<file path="src/rtl/gpio_cmd_decoder_pkg.sv">
// gpio_cmd_decoder_pkg: command codes, gpi0 bit positions and FSM encoding shared by the GPIO command decoder.
package gpio_cmd_decoder_pkg;

    localparam logic [6:0] CMD_WR_PIXEL = 7'h01;
    localparam logic [6:0] CMD_RD_PIXEL = 7'h02;
    localparam logic [6:0] CMD_SET_ADDR = 7'h03;
    localparam logic [6:0] CMD_START    = 7'h04;
    localparam logic [6:0] CMD_STATUS   = 7'h05;

    localparam int GPI_ACK  = 31;
    localparam int GPI_ERR  = 30;
    localparam int GPI_BUSY = 29;
    localparam int GPI_DONE = 28;

    typedef enum logic [1:0] {IDLE, EXEC, RD_WAIT, RESP} state_e;

    function automatic logic cmd_legal(input logic [6:0] cmd);
        return cmd >= CMD_WR_PIXEL && cmd <= CMD_STATUS;
    endfunction

endpackage

</file>
<file path="src/rtl/gpio_cmd_decoder_edge_sync.sv">
// gpio_edge_sync: registers the GPO word (2-flop synchroniser when GPIO_CDC_SYNC_EN is defined)
// and flags the rising edge of its top (strobe) bit.
module gpio_edge_sync #(
    parameter int W = 32
) (
    input  logic         clock,
    input  logic         reset,
    input  logic [W-1:0] word_i,
    output logic [W-1:0] word_o,
    output logic         edge_o
);

    logic [W-1:0] sync_q;
    logic         prev_q;
    logic [W-1:0] rst_word;

    // During reset every strobe stage loads the live bit, so a strobe held high across release is no edge.
    assign rst_word = {word_i[W-1], {(W-1){1'b0}}};

`ifdef GPIO_CDC_SYNC_EN
    logic [W-1:0] meta_q;

    always_ff @(posedge clock) begin
        meta_q <= reset ? rst_word : word_i;
        sync_q <= reset ? rst_word : meta_q;
    end
`else
    always_ff @(posedge clock) begin
        sync_q <= reset ? rst_word : word_i;
    end
`endif

    always_ff @(posedge clock) begin
        prev_q <= reset ? word_i[W-1] : sync_q[W-1];
    end

    assign word_o = sync_q;
    assign edge_o = sync_q[W-1] & ~prev_q;

endmodule

</file>
<file path="src/rtl/gpio_cmd_decoder.sv">
// gpio_cmd_decoder: decodes strobed micro commands on gpo0 into pixel RAM / convolution control.
// Define GPIO_CDC_SYNC_EN to put a 2-flop synchroniser in front of strobe edge detection.
module gpio_cmd_decoder
    import gpio_cmd_decoder_pkg::*;
#(
    parameter int NB_GPIOS  = 32,
    parameter int NB_C0M    = 7,
    parameter int NB_DATA   = 24,
    parameter int RAM_WIDTH = 8,
    parameter int RAM_DEPTH = 2**16,
    parameter int NB_ADDR   = $clog2(RAM_DEPTH)
) (
    input  logic                 clock,
    input  logic                 reset,
    input  logic [NB_GPIOS-1:0]  gpo0,
    output logic [NB_GPIOS-1:0]  gpi0,
    output logic                 o_ram_we,
    output logic [NB_ADDR-1:0]   o_ram_addr,
    output logic [RAM_WIDTH-1:0] o_ram_wdata,
    output logic                 o_ram_re,
    input  logic [RAM_WIDTH-1:0] i_ram_rdata,
    output logic                 o_conv_start,
    input  logic                 i_conv_busy,
    input  logic                 i_conv_done
);

    state_e               state_q;
    logic [NB_C0M-1:0]    cmd_q;
    logic [NB_DATA-1:0]   data_q;
    logic [NB_DATA-1:0]   resp_q;
    logic [NB_ADDR-1:0]   addr_q;
    logic [NB_ADDR-1:0]   addr_d;
    logic [NB_ADDR-1:0]   ram_addr_q;
    logic [RAM_WIDTH-1:0] wdata_q;
    logic                 ack_q, err_q, busy_q, done_q;
    logic                 we_q, re_q, start_q;
    logic [NB_GPIOS-1:0]  word;
    logic                 strobe_edge;
    logic                 start_ok;
    logic                 unused;

    gpio_edge_sync #(.W(NB_GPIOS)) u_edge_sync (
        .clock  (clock),
        .reset  (reset),
        .word_i (gpo0),
        .word_o (word),
        .edge_o (strobe_edge)
    );

    assign addr_d   = (addr_q == NB_ADDR'(RAM_DEPTH - 1)) ? '0 : addr_q + 1'b1;
    assign start_ok = state_q == EXEC && cmd_q == CMD_START && !i_conv_busy;
    assign unused   = ^{word[NB_GPIOS-1], data_q};

    always_ff @(posedge clock) begin
        if (reset) begin
            state_q    <= IDLE;
            cmd_q      <= '0;
            data_q     <= '0;
            resp_q     <= '0;
            addr_q     <= '0;
            ram_addr_q <= '0;
            wdata_q    <= '0;
            ack_q      <= 1'b0;
            err_q      <= 1'b0;
            busy_q     <= 1'b0;
            done_q     <= 1'b0;
            we_q       <= 1'b0;
            re_q       <= 1'b0;
            start_q    <= 1'b0;
        end else begin
            we_q    <= 1'b0;
            re_q    <= 1'b0;
            start_q <= 1'b0;
            busy_q  <= i_conv_busy;
            // A done pulse in the same cycle as an accepted START must leave the sticky set.
            done_q  <= i_conv_done | (done_q & ~start_ok);
            case (state_q)
                IDLE: if (strobe_edge) begin
                    cmd_q   <= word[NB_DATA+NB_C0M-1:NB_DATA];
                    data_q  <= word[NB_DATA-1:0];
                    state_q <= EXEC;
                end
                EXEC: begin
                    state_q <= (cmd_q == CMD_RD_PIXEL) ? RD_WAIT : RESP;
                    err_q   <= !cmd_legal(cmd_q) || (cmd_q == CMD_START && i_conv_busy);
                    start_q <= start_ok;
                    if (cmd_q == CMD_WR_PIXEL || cmd_q == CMD_RD_PIXEL) begin
                        we_q       <= cmd_q == CMD_WR_PIXEL;
                        re_q       <= cmd_q == CMD_RD_PIXEL;
                        wdata_q    <= data_q[RAM_WIDTH-1:0];
                        ram_addr_q <= addr_q;
                        addr_q     <= addr_d;
                    end
                    if (cmd_q == CMD_SET_ADDR)
                        addr_q <= data_q[NB_ADDR-1:0];
                end
                RD_WAIT: state_q <= RESP;
                RESP: begin
                    ack_q   <= ~ack_q;
                    resp_q  <= (cmd_q == CMD_RD_PIXEL) ? NB_DATA'(i_ram_rdata) : NB_DATA'(addr_q);
                    state_q <= IDLE;
                end
                default: state_q <= IDLE;
            endcase
        end
    end

    always_comb begin
        gpi0                = '0;
        gpi0[GPI_ACK]       = ack_q;
        gpi0[GPI_ERR]       = err_q;
        gpi0[GPI_BUSY]      = busy_q;
        gpi0[GPI_DONE]      = done_q;
        gpi0[NB_DATA-1:0]   = resp_q;
    end

    assign o_ram_we     = we_q;
    assign o_ram_re     = re_q;
    assign o_ram_addr   = ram_addr_q;
    assign o_ram_wdata  = wdata_q;
    assign o_conv_start = start_q;

endmodule

</file>
<file path="config.mk">
export PLATFORM = sky130hd
export DESIGN_NAME = gpio_cmd_decoder
export DESIGN_NICKNAME = d
export VERILOG_FILES = /design/src/rtl/gpio_cmd_decoder_pkg.sv /design/src/rtl/gpio_cmd_decoder_edge_sync.sv /design/src/rtl/gpio_cmd_decoder.sv
export SDC_FILE = /design/constraint.sdc
export NUM_CORES = 1
export LEC_CHECK = 0
export CORE_UTILIZATION = 65
export CTS_BUF_LIST = sky130_fd_sc_hd__clkbuf_16
export DETAILED_ROUTE_END_ITERATION = 10
export DONT_BUFFER_PORTS = 1
export PLACE_DENSITY = 0.89
export SYNTH_ARGS = -nofsm -noshare
export SYNTH_HDL_FRONTEND = slang
export SYNTH_SLANG_ARGS = --single-unit
</file>
<file path="constraint.sdc">
create_clock -name clock -period 4.7 [get_ports clock]
set_input_delay 0.94 -clock clock [delete_from_list [all_inputs] [get_ports clock]]
set_output_delay 0.94 -clock clock [all_outputs]
set_load 0.01 [all_outputs]
</file>
==> results of run 1 <==
## power by group through the flow
stage | registers, W | logic, W | clock network [W]
3_3_place_gp | 0.00111 | 0.000245 | 0
2_1_floorplan | 0.00108 | 0.000261 | 0
6_report | 0.00109 | 0.000261 | 0.00118
5_1_grt | 0.00110 | 0.000299 | 0.00124
3_5_place_dp | 0.00111 | 0.000257 | 0
4_1_cts | 0.00109 | 0.000260 | 0.00119
## cell type report
cell class / instances / area, um^2 / area share, %
well taps: 96 / 120 / 2.38
clock buffers: 17 / 425 / 8.42
clock inverters: 15 / 126 / 2.50
repair buffers: 3 / 22.5 / 0.446
flip-flops and latches: 113 / 2260 / 44.8
multi-input cells: 382 / 2070 / 41.0
inverters: 6 / 22.5 / 0.446
## state kept, by name, indices dropped and copies added, names as in the netlist
| name | cells |
|---|---|
| err_q | 1 |
| u_edge_sync.word_o | 24 |
| o_ram_addr | 16 |
| o_ram_wdata | 8 |
| o_ram_re | 1 |
| busy_q | 1 |
| done_q | 1 |
| u_edge_sync.prev_q | 1 |
| state_q | 2 |
| addr_q | 16 |
| cmd_q | 7 |
| o_conv_start | 1 |
| o_ram_we | 1 |
| data_q | 16 |
| ack_q | 1 |
| resp_q | 16 |
## Yosys cell counts (3+ instances only)
library cell,n
sky130_fd_sc_hd__nand2b_1,9
sky130_fd_sc_hd__or4_1,3
sky130_fd_sc_hd__a311oi_1,3
sky130_fd_sc_hd__nand3_1,23
sky130_fd_sc_hd__ha_1,5
sky130_fd_sc_hd__buf_1,4
sky130_fd_sc_hd__nor3_1,6
sky130_fd_sc_hd__clkbuf_1,25
sky130_fd_sc_hd__a31oi_1,10
sky130_fd_sc_hd__a221oi_1,3
sky130_fd_sc_hd__buf_2,5
sky130_fd_sc_hd__o21ai_0,10
sky130_fd_sc_hd__buf_4,20
sky130_fd_sc_hd__dfxtp_1,113
sky130_fd_sc_hd__nor2b_1,24
sky130_fd_sc_hd__inv_1,6
sky130_fd_sc_hd__a21oi_1,69
sky130_fd_sc_hd__nand3b_1,3
sky130_fd_sc_hd__mux2i_1,8
sky130_fd_sc_hd__nor4_1,4
sky130_fd_sc_hd__a211oi_1,10
sky130_fd_sc_hd__nor2_1,26
sky130_fd_sc_hd__and2_1,3
sky130_fd_sc_hd__nand2_1,120
## worst min path at each step
stage	start	endpoint	slack, ns	cells after the start
2_1_floorplan	u_edge_sync.word_o[14]	data_q[14]	0.42	2
3_3_place_gp	u_edge_sync.word_o[11]	data_q[11]	0.42	2
3_5_place_dp	u_edge_sync.word_o[0]	data_q[0]	0.42	2
4_1_cts	u_edge_sync.word_o[0]	data_q[0]	0.43	2
5_1_grt	u_edge_sync.word_o[0]	data_q[0]	0.44	2
6_report	u_edge_sync.word_o[26]	cmd_q[2]	0.43	2
## logic make-up after synthesis
logic type | Yosys count
buffers and inverters | 62
and+or+nand+nor | 240
muxes | 8
xor gates and xnor gates | 2
DFF | 113
adders and majority gates | 5
AOI/OAI and AO/OA | 115
other | 1
## per-stage QoR
stage / cell area (um^2) / hold slack (ns) / utilization [%] / power, W / instances
2_1_floorplan: 4650 / 0.417 / - / 0.00134 / 557
3_3_place_gp: 4500 / 0.416 / 65.8 / 0.00135 / 600
3_5_place_dp: 4500 / 0.420 / 65.8 / 0.00137 / 600
4_1_cts: 5050 / 0.428 / 73.9 / 0.00254 / 632
5_1_grt: 5050 / 0.442 / 73.9 / 0.00264 / 632
6_report: 5050 / 0.427 / 73.9 / 0.00253 / 632
## worst reg2reg max path, stage by stage (launching register included)
cell and delay (ns):
sky130_fd_sc_hd__dfxtp_1 0.51, sky130_fd_sc_hd__ha_1 0.34, sky130_fd_sc_hd__nand4_1 0.15, sky130_fd_sc_hd__nor4_2 0.59, sky130_fd_sc_hd__nor2_1 0.32, sky130_fd_sc_hd__a221oi_1 0.34
sky130_fd_sc_hd__nor3_1 0.09
## per-layer routing
metal / up-vias / track usage, % / wire length [um]
li1: 1790 / - / -
met1: 1724 / 33.5 / 4060
met5: - / 0 / 0
met2: 202 / 44.3 / 4640
met4: 0 / 13.9 / 291
met3: 34 / 9.24 / 924
==> reports/results.ini, run 1 <==
[timing]
worst-slew-pin-transition_ns=1.03
post-route-period-util_pct=52.0
hold_viol=0
final.setup.worst_slack_ns=2.26
maxSlewViolCount=0
maxSlewHeadroom_pct=31.2
setup-tns-final_ns=0
setup_repair_after_global_routing_missed_its_margin=no
final_period_minus_worst_setup_slack_ns=2.44
finClkSkew_ns=0.00656
fmax_mhz=409
setup_violations=0

[yosys]
synth.largest_area_cell=sky130_fd_sc_hd__dfxtp_1
yosys.area_share.simple_pct=25.7
synth_mux_area_share_pct=1.74
compound_cell_area_share_of_the_yosys_netlist_pct=14.7
post_synthesis_sequential_element_count=113
area_contributors_post_synth=sky130_fd_sc_hd__dfxtp_1 (49%), sky130_fd_sc_hd__nand2_1 (9.8%), sky130_fd_sc_hd__a21oi_1 (7.5%)
avgSynthCellArea_um2=8.44
synth_top_family_by_area=simple AND/OR/NAND/NOR gates
synthFlopType=sky130_fd_sc_hd__dfxtp_1
ys.warnings.count=0
mappedNetlistArea_um2=4610
synth-edff-count=0
synth_seq_area_share_pct=49.1
synthDominantCellAreaShare_pct=49.1
post_synth_inst_count=546
share_of_synthesized_cell_area_in_full_adder_half_adder_and_majority_cells_pct=1.36
synth_xor_xnor_area_share_pct=0.380
synth.distinct_cells=50
ys_async_sr_fraction_pct=0

[grt]
grt_start_max_net_pins=114
global_route_wire_length_before_repair_mm=15.9
grt_use_total_pct=27.7
grt_antenna_before_repair=0
globalRoute.totalOverflow=0
first_global_vias=3483

[finish]
syn_to_final_growth_pct=9.55
final_cell_mix=sky130_fd_sc_hd__nand2_1 (120), sky130_fd_sc_hd__dfxtp_1 (113), sky130_fd_sc_hd__a21oi_1 (69)
share_of_cells_above_drive_strength_1_pct=7.46
final_common_cell=sky130_fd_sc_hd__nand2_1
n_fill_cell=479
layout.nets=572
antenna-diode-count=0

[route]
drt_wl_total_mm=9.91
average_vias_per_placed_instance=5.93
detail-route-antenna-nets=0
initialDrtViolationCount=385
dr_total_vias=3750
first_pass_iters=5
wl_per_cell_um=15.7
drc_errors=0

[setup_path]
worst_setup_path_endpoint=addr_q[1]
crit_family=simple AND/OR/NAND/NOR gates
worst_path_arrival_ns=2.73
critical-path-slowest-cell=sky130_fd_sc_hd__nor4_2
critical_path.reg2reg.startpoint=addr_q[1]
critical_path_buf_inv_count=0
timing.critical_path.cells=ha_1 > nand4_1 > nor4_2 > nor2_1 > a221oi_1 > nor3_1
setup.worst_path.start=addr_q[1]
worstPathRequired_ns=4.98
regToRegSetupSlack_ns=2.26
critPathCaptureType=flip-flop
critical_path_peak_fanout=8
worst_r2r_path_depth=6
reg2reg_capture_point=addr_q[1]
path_class=reg2reg
critical_path_depth=6
slowest_cell_delay_on_critical_path_ns=0.59
crit_path_start_kind=flip-flop

[power_and_ir_drop]
power.internal_w=0.00188
sequentialPowerShare_pct=43.1
clock_network_fraction_of_design_power_pct=46.6
share_comb_of_total_power_pct=10.3
leakagePower_nw=1.75
p_switching_w=0.000654
power.density_nw_per_um2=502
sw_frac_of_total_pct=25.8
vdd.ir_drop.worst_v=0.000284

[clocking]
cell_at_the_root_of_the_clock_tree=sky130_fd_sc_hd__clkbuf_16
cts_made_buffers=17
cts.repair.resized=0
cts.sink_count=113
ctsLongestPathBuffers=2
cts_htree_levels=4
clk_pin_slew_worst_paths_ns=0.05
clock_insertion_delay_worst_skew_ns=0.41
ctsHoldBuffers=0
cts_setup_buffers=0
cts_tree=done

[worst_hold_path]
min-delay-path-class=reg2reg

[floorplanning]
number_of_top_level_pins=103
start_util_pct=67.5
die-area_um2=7430
floorplan.core_area_um2=6830
die_height_um=86.2
die_width_um=86.2
num_rows=30

[flow_run]
drv.max_cap_violation_count=0

[place]
globalplace.congestion=0.883
pre_cts_slack_ns=2.32
portBuffers=0
detailed_place_hpwl_mm=6.03

[outcome]
run_status=finished, final reports clean

(Power assumes the default switching activity.)
==> run 2, diff against run 1 <==
Settings changed: CORE_UTILIZATION 65 to 62, PLACE_DENSITY 0.89 to 0.86.
Clock period 4.7 ns to 2.5 ns, I/O delays scaled along.
==> run 2 against run 1 <==
  * Via count decreased by 0.27%
  * Clock skew decreased by 0.0022 ns
  * Final cell count increased by 1.7%
  * Critical path type unchanged
==> reports/results.ini, run 2 (synthesis gave the netlist of run 1 again) <==
[power_and_ir_drop]
power.internal_w=0.00346
sequentialPowerShare_pct=43.4
sw_frac_of_total_pct=26.8
leakagePower_nw=1.78
vdd.ir_drop.worst_v=0.000539
share_comb_of_total_power_pct=10.8
power.density_nw_per_um2=926
p_switching_w=0.00127
clock_network_fraction_of_design_power_pct=45.8

[finish]
share_of_cells_above_drive_strength_1_pct=9.56
final_core_util_pct=70.8
antenna-diode-count=0
largest_register_ffs=24
final_cell_mix=sky130_fd_sc_hd__nand2_1 (120), sky130_fd_sc_hd__dfxtp_1 (113), sky130_fd_sc_hd__a21oi_1 (69)
final_common_cell=sky130_fd_sc_hd__nand2_1
syn_to_final_growth_pct=10.8
layout.nets=580

[place]
detailed_place_hpwl_mm=6.22
portBuffers=0
globalplace.congestion=0.925

[worst_hold_path]
min-delay-path-class=in2reg

[route]
initialDrtViolationCount=418
average_vias_per_placed_instance=5.82
wl_per_cell_um=15.4
drc_errors=0
detail-route-antenna-nets=0
drt_wl_total_mm=9.89
dr_total_vias=3740
first_pass_iters=5

[clocking]
cts_setup_buffers=0
ctsHoldBuffers=0
cts_htree_levels=4
clk_pin_slew_worst_paths_ns=0.05
cts_tree=done
ctsLongestPathBuffers=2
cts.repair.resized=0
clock_insertion_delay_worst_skew_ns=0.40
cts_made_buffers=17
cell_at_the_root_of_the_clock_tree=sky130_fd_sc_hd__clkbuf_16
cts.sink_count=113

[setup_path]
crit_path_start_kind=flip-flop
reg2reg_capture_point=addr_q[14]
critical_path.reg2reg.startpoint=addr_q[0]
critical_path_peak_fanout=8
worst_r2r_path_depth=6
setup.worst_path.start=addr_q[0]
path_class=reg2reg
worstPathRequired_ns=2.83
regToRegSetupSlack_ns=0.35
critPathCaptureType=flip-flop
worst_path_arrival_ns=2.48
worst_setup_path_endpoint=addr_q[14]

[floorplanning]
die_width_um=88.2
number_of_top_level_pins=103
floorplan.core_area_um2=7210
num_rows=31
die-area_um2=7780
die_height_um=88.2
start_util_pct=63.9

[timing]
worst-slew-pin-transition_ns=0.609
hold_viol=0
post-route-period-util_pct=85.9
fmax_mhz=466
setup_repair_after_global_routing_missed_its_margin=no
final_period_minus_worst_setup_slack_ns=2.15
setup_violations=0
setup-tns-final_ns=0
maxSlewHeadroom_pct=59.2
maxSlewViolCount=0
finClkSkew_ns=0.00439

[grt]
grt_start_max_net_pins=114
global_route_wire_length_before_repair_mm=15.8
first_global_vias=3385
grt_use_total_pct=26.6
globalRoute.totalOverflow=0
grt_antenna_before_repair=0

[flow_run]
drv.max_cap_violation_count=0

[outcome]
run_status=finished, final reports clean

-- run 2: final cells by class --
class	instances	area (um^2)
Inverter	6	22.5
Timing Repair Buffer	11	82.6
Sequential cell	113	2260
Multi-Input combinational cell	382	2070
Clock inverter	15	121
Tap cell	99	124
Clock buffer	17	425
Fill cell	554	2110
-- run 2: power by group through the flow --
stage               Sequential [W]  Clock (W)  Combinational (W)
floorplan                  0.00203          0           0.000490
global placement           0.00208          0           0.000477
detailed placement         0.00209          0           0.000503
CTS                        0.00205    0.00218           0.000510
global route               0.00207    0.00228           0.000578
finish                     0.00205    0.00217           0.000512
-- run 2: how the worst min path moves through the flow --
| stage | startpoint | end | cells after the start |
|---|---|---|---|
| after global placement | u_edge_sync.word_o[30] | cmd_q[6] | 2 |
| after global routing | gpo0[31] | u_edge_sync.word_o[31] | 0 |
| after CTS | gpo0[31] | u_edge_sync.word_o[31] | 0 |
| after detailed placement | u_edge_sync.word_o[6] | data_q[6] | 2 |
| after floorplan | u_edge_sync.word_o[14] | data_q[14] | 2 |
| final | gpo0[31] | u_edge_sync.word_o[31] | 0 |
-- run 2: per-stage QoR --
step           instances  power [W]  setup slack [ns]  hold slack (ns)  cell area, um^2
6_report             643    0.00473             0.353            0.121             5110
5_1_grt              643    0.00493             0.255            0.110             5110
4_1_cts              643    0.00474             0.404            0.116             5110
3_5_place_dp         611    0.00259             0.418            0.420             4560
3_3_place_gp         611    0.00256             0.478            0.417             4560
2_1_floorplan        557    0.00252             0.640            0.417             4650
-- run 2: worst max-delay path, cell delays in order, from the launching register on --
cell and delay, ns:
sky130_fd_sc_hd__dfxtp_1 0.49, sky130_fd_sc_hd__ha_1 0.32, sky130_fd_sc_hd__nand2_1 0.08, sky130_fd_sc_hd__nor2_1 0.31
sky130_fd_sc_hd__nand2_1 0.18, sky130_fd_sc_hd__or4_1 0.54, sky130_fd_sc_hd__a31oi_1 0.16
-- run 2: per-layer routing --
layer	wire, um	GRT usage (%)	share of wire [%]
met2	4740	42.4	48
met3	809	8.77	8.2
met5	0	0	0
met4	213	12.6	2.2
met1	4130	32.7	42
==> run 3, diff against run 2 <==
Settings changed: CORE_ASPECT_RATIO set to 2, CORE_UTILIZATION 62 to 40, PLACE_DENSITY 0.86 to 0.62.
==> run 3 against run 2 <==
  * Hold slack worse by 0.0033 ns
  * Via count is 2.8% lower
  * Final cell count is 7.2% higher
  * Worst setup slack better by 0.19 ns
  * Clock skew is 0.0025 ns higher
  * Die area is 54% higher
  * Critical path type unchanged
  * Clock power is 6% higher
==> reports/results.ini, run 3 (synthesis gave the netlist of run 1 again) <==
[setup_path]
critical_path_peak_fanout=9
worstPathRequired_ns=2.82
slowest_cell_delay_on_critical_path_ns=0.60
crit_path_start_kind=flip-flop
critPathCaptureType=flip-flop
path_class=reg2reg
timing.critical_path.cells=nand4_4 > or4_4 > o31ai_1 > nand2_1 > a311oi_2
critical-path-slowest-cell=sky130_fd_sc_hd__or4_4
crit_family=simple AND/OR/NAND/NOR gates
critical_path_buf_inv_count=0
worst_path_arrival_ns=2.28

[clocking]
cts_setup_buffers=0
cts_tree=done
cts.repair.resized=0
cts_made_buffers=17
ctsLongestPathBuffers=2
ctsHoldBuffers=0
cts_htree_levels=4
clock_insertion_delay_worst_skew_ns=0.41
clk_pin_slew_worst_paths_ns=0.06
cell_at_the_root_of_the_clock_tree=sky130_fd_sc_hd__clkbuf_16
cts.sink_count=113

[power_and_ir_drop]
post-layout-total-power_w=0.00485
leakagePower_nw=1.80
vdd.ir_drop.worst_v=0.000485
power.density_nw_per_um2=930

[floorplanning]
die_width_um=77.9
die-area_um2=12000
number_of_top_level_pins=103
start_util_pct=40.8
floorplan.core_area_um2=11300
die_height_um=154
num_rows=55

[grt]
global_route_wire_length_before_repair_mm=17.0
grt_use_total_pct=18.3
grt_start_max_net_pins=114
globalRoute.totalOverflow=0
grt_antenna_before_repair=0
first_global_vias=3465

[finish]
multi_input_comb_area_um2=2070
final_common_cell=sky130_fd_sc_hd__nand2_1
n_fill_cell=1112
largest_register_ffs=24
final_cell_mix=sky130_fd_sc_hd__nand2_1 (120), sky130_fd_sc_hd__dfxtp_1 (113), sky130_fd_sc_hd__a21oi_1 (69)
finish.instance_area_um2=5210
seq_area_um2=2260
syn_to_final_growth_pct=13.0
layout.nets=583
share_of_cells_above_drive_strength_1_pct=9.87
antenna-diode-count=0

[timing]
final_period_minus_worst_setup_slack_ns=1.96
setup_violations=0
hold_viol=0
setup_repair_after_global_routing_missed_its_margin=no
fmax_mhz=511
maxSlewViolCount=0
setup-tns-final_ns=0
post-route-period-util_pct=78.2
maxSlewHeadroom_pct=40.8
worst-slew-pin-transition_ns=0.885
final.setup.worst_slack_ns=0.544
finClkSkew_ns=0.00687

[route]
average_vias_per_placed_instance=5.28
drt_wl_total_mm=10.5
drc_errors=0
wl_per_cell_um=15.3
initialDrtViolationCount=293
first_pass_iters=4
detail-route-antenna-nets=0
dr_total_vias=3635

[place]
pre_cts_slack_ns=0.569
place_area_um2=4640
portBuffers=0
globalplace.congestion=0.864
detailed_place_hpwl_mm=7.27

[flow_run]
drv.max_cap_violation_count=0

[outcome]
run_status=finished, final reports clean

[worst_hold_path]
min-delay-path-class=in2reg

==> run 3: cell count changes in the layout (fill, tap and decap cells not counted) <==
cell / change
sky130_fd_sc_hd__clkinv_4: +1
sky130_fd_sc_hd__clkinv_2: -2
sky130_fd_sc_hd__bufinv_16: +1
sky130_fd_sc_hd__inv_6: -1
sky130_fd_sc_hd__clkinv_1: +2
sky130_fd_sc_hd__buf_4: +3
sky130_fd_sc_hd__inv_1: -1
==> run 3: final cells by class <==
type	instances	area share, %
Clock buffer	17	8.17
Clock inverter	15	2.79
Inverter	6	0.432
Multi-Input combinational cell	382	39.8
Sequential cell	113	43.4
Tap cell	142	3.41
Timing Repair Buffer	14	2.02
==> run 3: worst register-to-register path: stages (launching register included) <==
cell and delay [ns]:
sky130_fd_sc_hd__dfxtp_1 0.53, sky130_fd_sc_hd__nand4_4 0.21, sky130_fd_sc_hd__or4_4 0.60, sky130_fd_sc_hd__o31ai_1 0.22, sky130_fd_sc_hd__nand2_1 0.10, sky130_fd_sc_hd__a311oi_2 0.22
==> run 3: path summary, 6_finish.rpt <==
path	start	endpoint	slack (ns)	cells after the start
max	addr_q[2]	addr_q[15]	0.54	5
min	gpo0[31]	u_edge_sync.word_o[31]	0.12	0
max reg2reg	addr_q[2]	addr_q[15]	0.54	5
min reg2reg	u_edge_sync.word_o[6]	data_q[6]	0.43	2
==> run 3: where the power goes <==
| part | leakage (nW) | total, W | internal [W] | switching [W] |
|---|---|---|---|---|
| combinational | 0.614 | 0.000505 | 0.000191 | 0.000314 |
| sequential | 0.921 | 0.00205 | 0.00192 | 0.000125 |
| clock | 0.262 | 0.00229 | 0.00145 | 0.000843 |
| total | 1.80 | 0.00485 | 0.00356 | 0.00128 |
==> run 3: stage by stage <==
step / hold WS, ns / utilization [%] / std cells
after floorplan: 0.417 / - / 557
after global placement: 0.419 / 41.1 / 657
after detailed placement: 0.425 / 41.1 / 657
after CTS: 0.106 / 46.2 / 689
after global routing: 0.102 / 46.2 / 689
final: 0.118 / 46.2 / 689
==> run 3: layer usage <==
metal	up-vias	track usage (%)	share of wire [%]
met2	127	32.3	52
met3	17	5.22	5.6
met5	-	0	0
li1	1815	-	-
met1	1676	19.2	39
met4	0	9.70	2.9
